[config.mk]
export PLATFORM = sky130hd
export DESIGN_NAME = cla_pipe_adder
export DESIGN_NICKNAME = d
export VERILOG_FILES = /design/src/rtl/cla_pipe_adder_pkg.sv /design/src/rtl/cla_seg.sv /design/src/rtl/cla_pipe_adder.sv
export SDC_FILE = /design/constraint.sdc
export NUM_CORES = 1
export LEC_CHECK = 0
export BUFFER_PORTS_ARGS = -buffer_cell sky130_fd_sc_hd__buf_2
export CORE_MARGIN = 2
export CORE_UTILIZATION = 50
export CTS_BUF_LIST = sky130_fd_sc_hd__clkbuf_4 sky130_fd_sc_hd__clkbuf_8 sky130_fd_sc_hd__clkbuf_16
export DETAILED_ROUTE_END_ITERATION = 12
export PLACE_DENSITY_LB_ADDON = 0.12
export SYNTH_ARGS = -nofsm -noshare
export SYNTH_HDL_FRONTEND = slang
export SYNTH_SLANG_ARGS = --single-unit
[constraint.sdc]
create_clock -name clk -period 2.96 [get_ports clk]
set_clock_uncertainty 0.05 [all_clocks]
set_input_delay 0.444 -clock clk [delete_from_list [all_inputs] [get_ports clk]]
set_output_delay 0.444 -clock clk [all_outputs]
set_load 0.01 [all_outputs]
[src/rtl/cla_pipe_adder_pkg.sv]
// Shared definitions for the pipelined carry-lookahead adder/subtractor.
package cla_pipe_adder_pkg;

  // Operation select on the sub port.
  typedef enum logic {
    OP_ADD = 1'b0,
    OP_SUB = 1'b1
  } op_e;

  // First-level lookahead group width.
  localparam int GRP = 4;

  // Pipeline depth: one stage per SEG-bit segment.
  function automatic int calc_nstg(input int w, input int seg);
    return w / seg;
  endfunction

  // Legal geometry: whole segments, each made of whole 4-bit groups.
  function automatic bit cfg_ok(input int w, input int seg);
    return (seg > 0) && (seg % GRP == 0) && (w >= seg) && (w % seg == 0);
  endfunction

endpackage

[src/rtl/cla_seg.sv]
// Combinational SEG-bit carry-lookahead slice: 4-bit group G/P, then a
// second lookahead level across groups. Carries are formed as flat
// sum-of-products so no ripple path exists inside the slice.
module cla_seg
  import cla_pipe_adder_pkg::*;
#(
  parameter int SEG = 8
) (
  input  logic [SEG-1:0] a,
  input  logic [SEG-1:0] b,
  input  logic           ci,
  output logic [SEG-1:0] s,
  output logic           co
);
  localparam int NG = SEG / GRP;

  logic [SEG-1:0] g, p, c;
  logic [NG-1:0]  gg, gp;
  logic [NG:0]    gc;

  assign g = a & b;
  assign p = a ^ b;

  // Group generate / propagate for each 4-bit group.
  always_comb begin
    gg = '0;
    gp = '0;
    for (int j = 0; j < NG; j++) begin
      gg[j] = g[j*GRP+3]
            | (p[j*GRP+3] & g[j*GRP+2])
            | (p[j*GRP+3] & p[j*GRP+2] & g[j*GRP+1])
            | (p[j*GRP+3] & p[j*GRP+2] & p[j*GRP+1] & g[j*GRP]);
      gp[j] = &p[j*GRP +: GRP];
    end
  end

  // Second-level lookahead: carry into every group straight from ci.
  always_comb begin
    logic acc, run;
    acc = 1'b0;
    run = 1'b1;
    gc  = '0;
    for (int j = 0; j <= NG; j++) begin
      acc = 1'b0;
      run = 1'b1;
      for (int i = j - 1; i >= 0; i--) begin
        acc = acc | (run & gg[i]);
        run = run & gp[i];
      end
      gc[j] = acc | (run & ci);
    end
  end

  // In-group lookahead: carry into each bit from its group carry-in.
  always_comb begin
    logic acc, run;
    acc = 1'b0;
    run = 1'b1;
    c   = '0;
    for (int j = 0; j < NG; j++) begin
      for (int k = 0; k < GRP; k++) begin
        acc = 1'b0;
        run = 1'b1;
        for (int i = k - 1; i >= 0; i--) begin
          acc = acc | (run & g[j*GRP+i]);
          run = run & p[j*GRP+i];
        end
        c[j*GRP+k] = acc | (run & gc[j]);
      end
    end
  end

  assign s  = p ^ c;
  assign co = gc[NG];

endmodule

[src/rtl/cla_pipe_adder.sv]
// Pipelined carry-lookahead adder/subtractor. One SEG-bit segment is
// resolved per stage; the carry is registered between stages, unresolved
// operand segments ride along skewed, finished sum segments are delayed
// so a beat leaves in one piece. A single global advance freezes the
// whole pipe under back-pressure.
module cla_pipe_adder
  import cla_pipe_adder_pkg::*;
#(
  parameter int W   = 32,
  parameter int SEG = 8,
  parameter bit SAT = 1'b0
) (
  input  logic         clk,
  input  logic         rst,
  input  logic         in_valid,
  output logic         in_ready,
  input  logic [W-1:0] a,
  input  logic [W-1:0] b,
  input  logic         cin,
  input  logic         sub,
  output logic         out_valid,
  input  logic         out_ready,
  output logic [W-1:0] s,
  output logic         cout,
  output logic         ovf
);
  localparam int NSTG = calc_nstg(W, SEG);

  if (!cfg_ok(W, SEG)) begin : g_cfg_chk
    $error("cla_pipe_adder: W must be a multiple of SEG, SEG a multiple of 4");
  end

  logic         adv;
  logic [W-1:0] b_eff;
  logic [NSTG:0] vld_pipe;   // [0] = incoming beat, [k] = after stage k-1
  logic [NSTG:0] car;        // [0] = entry carry, [k] = carry out of stage k-1
  logic         sa_q, sb_q;
  logic [W-1:0] raw;

  assign adv         = !out_valid || out_ready;
  assign in_ready    = adv;
  assign b_eff       = (sub == OP_SUB) ? ~b : b;
  assign vld_pipe[0] = in_valid;
  assign car[0]      = (sub == OP_SUB) ? 1'b1 : cin;

  // Skewed operand segments still waiting for their stage.
  for (genvar k = 1; k < NSTG; k++) begin : g_opr
    logic [W-1:k*SEG] ua_q, ub_q;
    logic [W-1:k*SEG] ua_d, ub_d;
    if (k == 1) begin : g_first
      assign ua_d = a[W-1:SEG];
      assign ub_d = b_eff[W-1:SEG];
    end else begin : g_next
      assign ua_d = g_opr[k-1].ua_q[W-1:k*SEG];
      assign ub_d = g_opr[k-1].ub_q[W-1:k*SEG];
    end
    // Operand skew register, frozen with the rest of the pipe.
    always_ff @(posedge clk) begin
      if (rst) begin
        ua_q <= '0;
        ub_q <= '0;
      end else if (adv) begin
        ua_q <= ua_d;
        ub_q <= ub_d;
      end
    end
  end

  // One lookahead slice per stage plus its carry/valid/sum registers.
  for (genvar k = 0; k < NSTG; k++) begin : g_stg
    logic [SEG-1:0]         sa, sb, ss;
    logic                   co, v_q, c_q;
    logic [(k+1)*SEG-1:0]   lo_d, lo_q;

    if (k == 0) begin : g_in
      assign sa   = a[SEG-1:0];
      assign sb   = b_eff[SEG-1:0];
      assign lo_d = ss;
    end else begin : g_mid
      assign sa   = g_opr[k].ua_q[k*SEG +: SEG];
      assign sb   = g_opr[k].ub_q[k*SEG +: SEG];
      assign lo_d = {ss, g_stg[k-1].lo_q};
    end

    cla_seg #(.SEG(SEG)) u_seg (
      .a  (sa),
      .b  (sb),
      .ci (car[k]),
      .s  (ss),
      .co (co)
    );

    // Stage register: valid, carry and the sum segments finished so far.
    always_ff @(posedge clk) begin
      if (rst) begin
        v_q  <= 1'b0;
        c_q  <= 1'b0;
        lo_q <= '0;
      end else if (adv) begin
        v_q  <= vld_pipe[k];
        c_q  <= co;
        lo_q <= lo_d;
      end
    end

    assign vld_pipe[k+1] = v_q;
    assign car[k+1]      = c_q;
  end

  // Operand sign bits aligned with the last stage for overflow detection.
  always_ff @(posedge clk) begin
    if (rst) begin
      sa_q <= 1'b0;
      sb_q <= 1'b0;
    end else if (adv) begin
      sa_q <= g_stg[NSTG-1].sa[SEG-1];
      sb_q <= g_stg[NSTG-1].sb[SEG-1];
    end
  end

  assign raw       = g_stg[NSTG-1].lo_q;
  assign out_valid = vld_pipe[NSTG];
  assign cout      = car[NSTG];
  assign ovf       = (sa_q == sb_q) && (raw[W-1] != sa_q);

  // Optional signed clamp on overflow, otherwise pass the wrapped sum.
  always_comb begin
    s = raw;
    if (SAT && ovf)
      s = sa_q ? {1'b1, {(W-1){1'b0}}} : {1'b0, {(W-1){1'b1}}};
  end

endmodule

==> flow_metrics.env <==
export IMPL_status="finished, final reports clean"
export IMPL_regArea_sq_mm=0.00372
export IMPL_rsz0062_at_grt="false"
export IMPL_vias=6316
export IMPL_ir_drop_mv=0.449
export IMPL_cp_top_family="adder cells"
export IMPL_cts_tree="built"
export IMPL_r2r_start="g_opr[2].ua_q[18]"
export IMPL_fmax_mhz=432
export IMPL_multiInputGateArea_sq_mm=0.00385
export IMPL_syn_nets=1071
export IMPL_grt_overflow=0
export IMPL_final_setup_viol_count=0
export IMPL_routed_wl_mm=16.0
export IMPL_power_density_mw_per_mm2=603
export IMPL_async_flop_share_pct=0
export IMPL_syn_instance_count=961
export IMPL_wire_per_inst_um=12.8
export IMPL_r2r_slack_ns=0.88
export IMPL_grt_use_total_pct=19.9
export IMPL_clk_pin_slew_ns=0.07
export IMPL_initial_core_util_pct=51.7
export IMPL_core_rowCount=45
export IMPL_leakage_nw=3.90
export IMPL_core_sq_mm=0.0153
export IMPL_arrival_ns=2.61
export IMPL_grt_pass1_wl_mm=27.0
export IMPL_ys_flop_type="dfxtp_1"
export IMPL_fin_crit_ns=2.31
export IMPL_layout_common_cells="285 x nand2_1, 186 x dfxtp_1, 153 x a21oi_1"
export IMPL_ys_ff_latch=186
export IMPL_die_w_um=130
export IMPL_ys_warn_count=0
export IMPL_ys_types=41
export IMPL_place_congestion=0.795
export IMPL_root_buffer="clkbuf_16"
export IMPL_io_pins=106
export IMPL_max_stage_delay_ns=0.44
export IMPL_cp_depth=9
export IMPL_cpMostUsedCell="a21oi_1"
export IMPL_dp_hpwl_mm=10.4
export IMPL_start_kind="primary input"
export IMPL_cts_hold_buf=0
export IMPL_synth_avg_cell_area_sq_um=8.24
export IMPL_clkLatencyLatePin_ns=0.43
export IMPL_synth_edf_count=0
export IMPL_htree_levels=4
export IMPL_cp_max_fo=8
export IMPL_nNetsFinal=1134
export IMPL_post_route_period_util_pct=78.1
export IMPL_viasPerCell=5.06
export IMPL_maxCapViolations=0
export IMPL_ctsResizeCount=0
export IMPL_portBuffers=105
export IMPL_grt_pass1_vias=5580
export IMPL_diodes=0
export IMPL_dr_pass1_iters=5
export IMPL_syn_area_sq_mm=0.00791
export IMPL_hold_path_class="primary input to flop"
export IMPL_hold_depth=3
export IMPL_numCtsBuffers=17
export IMPL_post_cts_buffers=0
export IMPL_rr_worst_depth=7
export IMPL_syn_to_final_growth_pct=14.9
export IMPL_max_slew_margin_pct=49.6
export IMPL_die_y_um=130
export IMPL_grt_start_max_net_pins=170
export IMPL_final_common_cell="nand2_1"
export IMPL_worstSetupPathType="primary input to flop"
export IMPL_drive_above_1_share_pct=14.7
export IMPL_cp_startpoint="sub"
export IMPL_antenna_found_initial=1
export IMPL_cts_sinks=186
export IMPL_end_kind="flop"
export IMPL_layout_setup_ws_ns=0.647
export IMPL_yosysSeqAreaShare_pct=47.1
export IMPL_finalMaxSlewViolations=0
export IMPL_fillers=1494
export IMPL_place_ws_ns=0.190
export IMPL_finalSetupTns_ns=0
export IMPL_die_area_sq_mm=0.0169
export IMPL_ant_nets=0
export IMPL_drc=0
export IMPL_hold_violations=0
export IMPL_path_cells="buf_2 > xor2_1 > ha_1 > a21oi_1 > a21boi_2 > or2_2 > a21oi_1 > fa_1 > a211oi_1"
export IMPL_drt_iter0_drc=460
export IMPL_tightest_slew_ns=0.756
export IMPL_cp_slowest_cell="fa_1"
export IMPL_cts_buffer_depth=2
export IMPL_min_from="a[28]"
export IMPL_timing_critical_path_buf_inv=1
export IMPL_critPathRequiredTime_ns=3.26
-- routing by layer --
metal | GRT usage [%] | routed length [um] | up-vias
li1 | - | - | 3351
met1 | 30.4 | 8530 | 2829
met2 | 27.8 | 6620 | 122
met5 | 0 | 13 | -
met3 | 4.92 | 732 | 12
met4 | 5.50 | 131 | 2
-- synth_stat cells (12+ instances only) --
master	count	area, sq um
nand2_1	285	1070
dfxtp_1	186	3720
a21oi_1	153	766
nor2_1	41	154
clkbuf_1	37	139
a211oi_1	33	248
ha_1	32	400
xnor2_1	32	280
buf_2	20	100
a21o_1	18	135
nand3_1	15	75.1
inv_1	14	52.6
xor2_1	12	105
-- report_power, final --
| part | total [W] | internal (W) | switching (W) | leakage [nW] |
|---|---|---|---|---|
| combinational | 0.000574 | 0.000261 | 0.000313 | 2.10 |
| clock | 0.00214 | 0.00111 | 0.00103 | 0.269 |
| sequential | 0.00276 | 0.00267 | 0.0000928 | 1.53 |
-- sequential cells by signal, summed over array words and instances, names as in the netlist --
name,flops
sb_q,1
g_stg.c_q,3
s,32
g_opr.ua_q,48
cout,1
out_valid,1
g_opr.ub_q,48
g_stg.lo_q,48
g_stg.v_q,3
sa_q,1
-- metrics by stage --
step	util, %	power [W]	instances	instance area, sq um	hold slack (ns)
finish	59.4	0.00548	1248	9090	0.199
global route	59.4	0.00574	1248	9090	0.178
CTS	59.4	0.00555	1248	9090	0.172
detailed placement	55.7	0.00340	1216	8530	0.392
global placement	55.7	0.00338	1216	8530	0.385
floorplan	-	0.00321	961	7910	0.382
-- worst register-to-register path: stages (launching register included) --
cell and delay, ns:
dfxtp_1 0.31, ha_1 0.35, a21o_1 0.17, a21oi_1 0.25, nand2_1 0.11, fa_1 0.38
xnor2_1 0.14, a211oi_1 0.23
-- cell type report --
type                            count  area share, %
Inverter                           15          0.674
Multi-Input combinational cell    691           42.4
Sequential cell                   186           41.0
Timing Repair Buffer              113           6.92
Tap cell                          211           2.90
Clock inverter                     15           1.47
Clock buffer                       17           4.68
-- final timing paths --
path,to
max,g_stg[0].lo_q[4]
min,g_opr[1].ua_q[28]
max reg2reg,g_stg[2].lo_q[21]
min reg2reg,s[13]
-- cells by family (layout without fill, tap and decap cells) --
kind of cell / after synthesis / after routing / share of synthesized area (%)
flops: 186 / 186 / 47.1
simple gates: 381 / 381 / 20.0
fa+ha+maj: 40 / 40 / 7.08
xor+xnor: 44 / 44 / 4.87
buf+inv: 84 / 160 / 4.35
compound gates: 226 / 226 / 16.6
(Power assumes the default switching activity.)
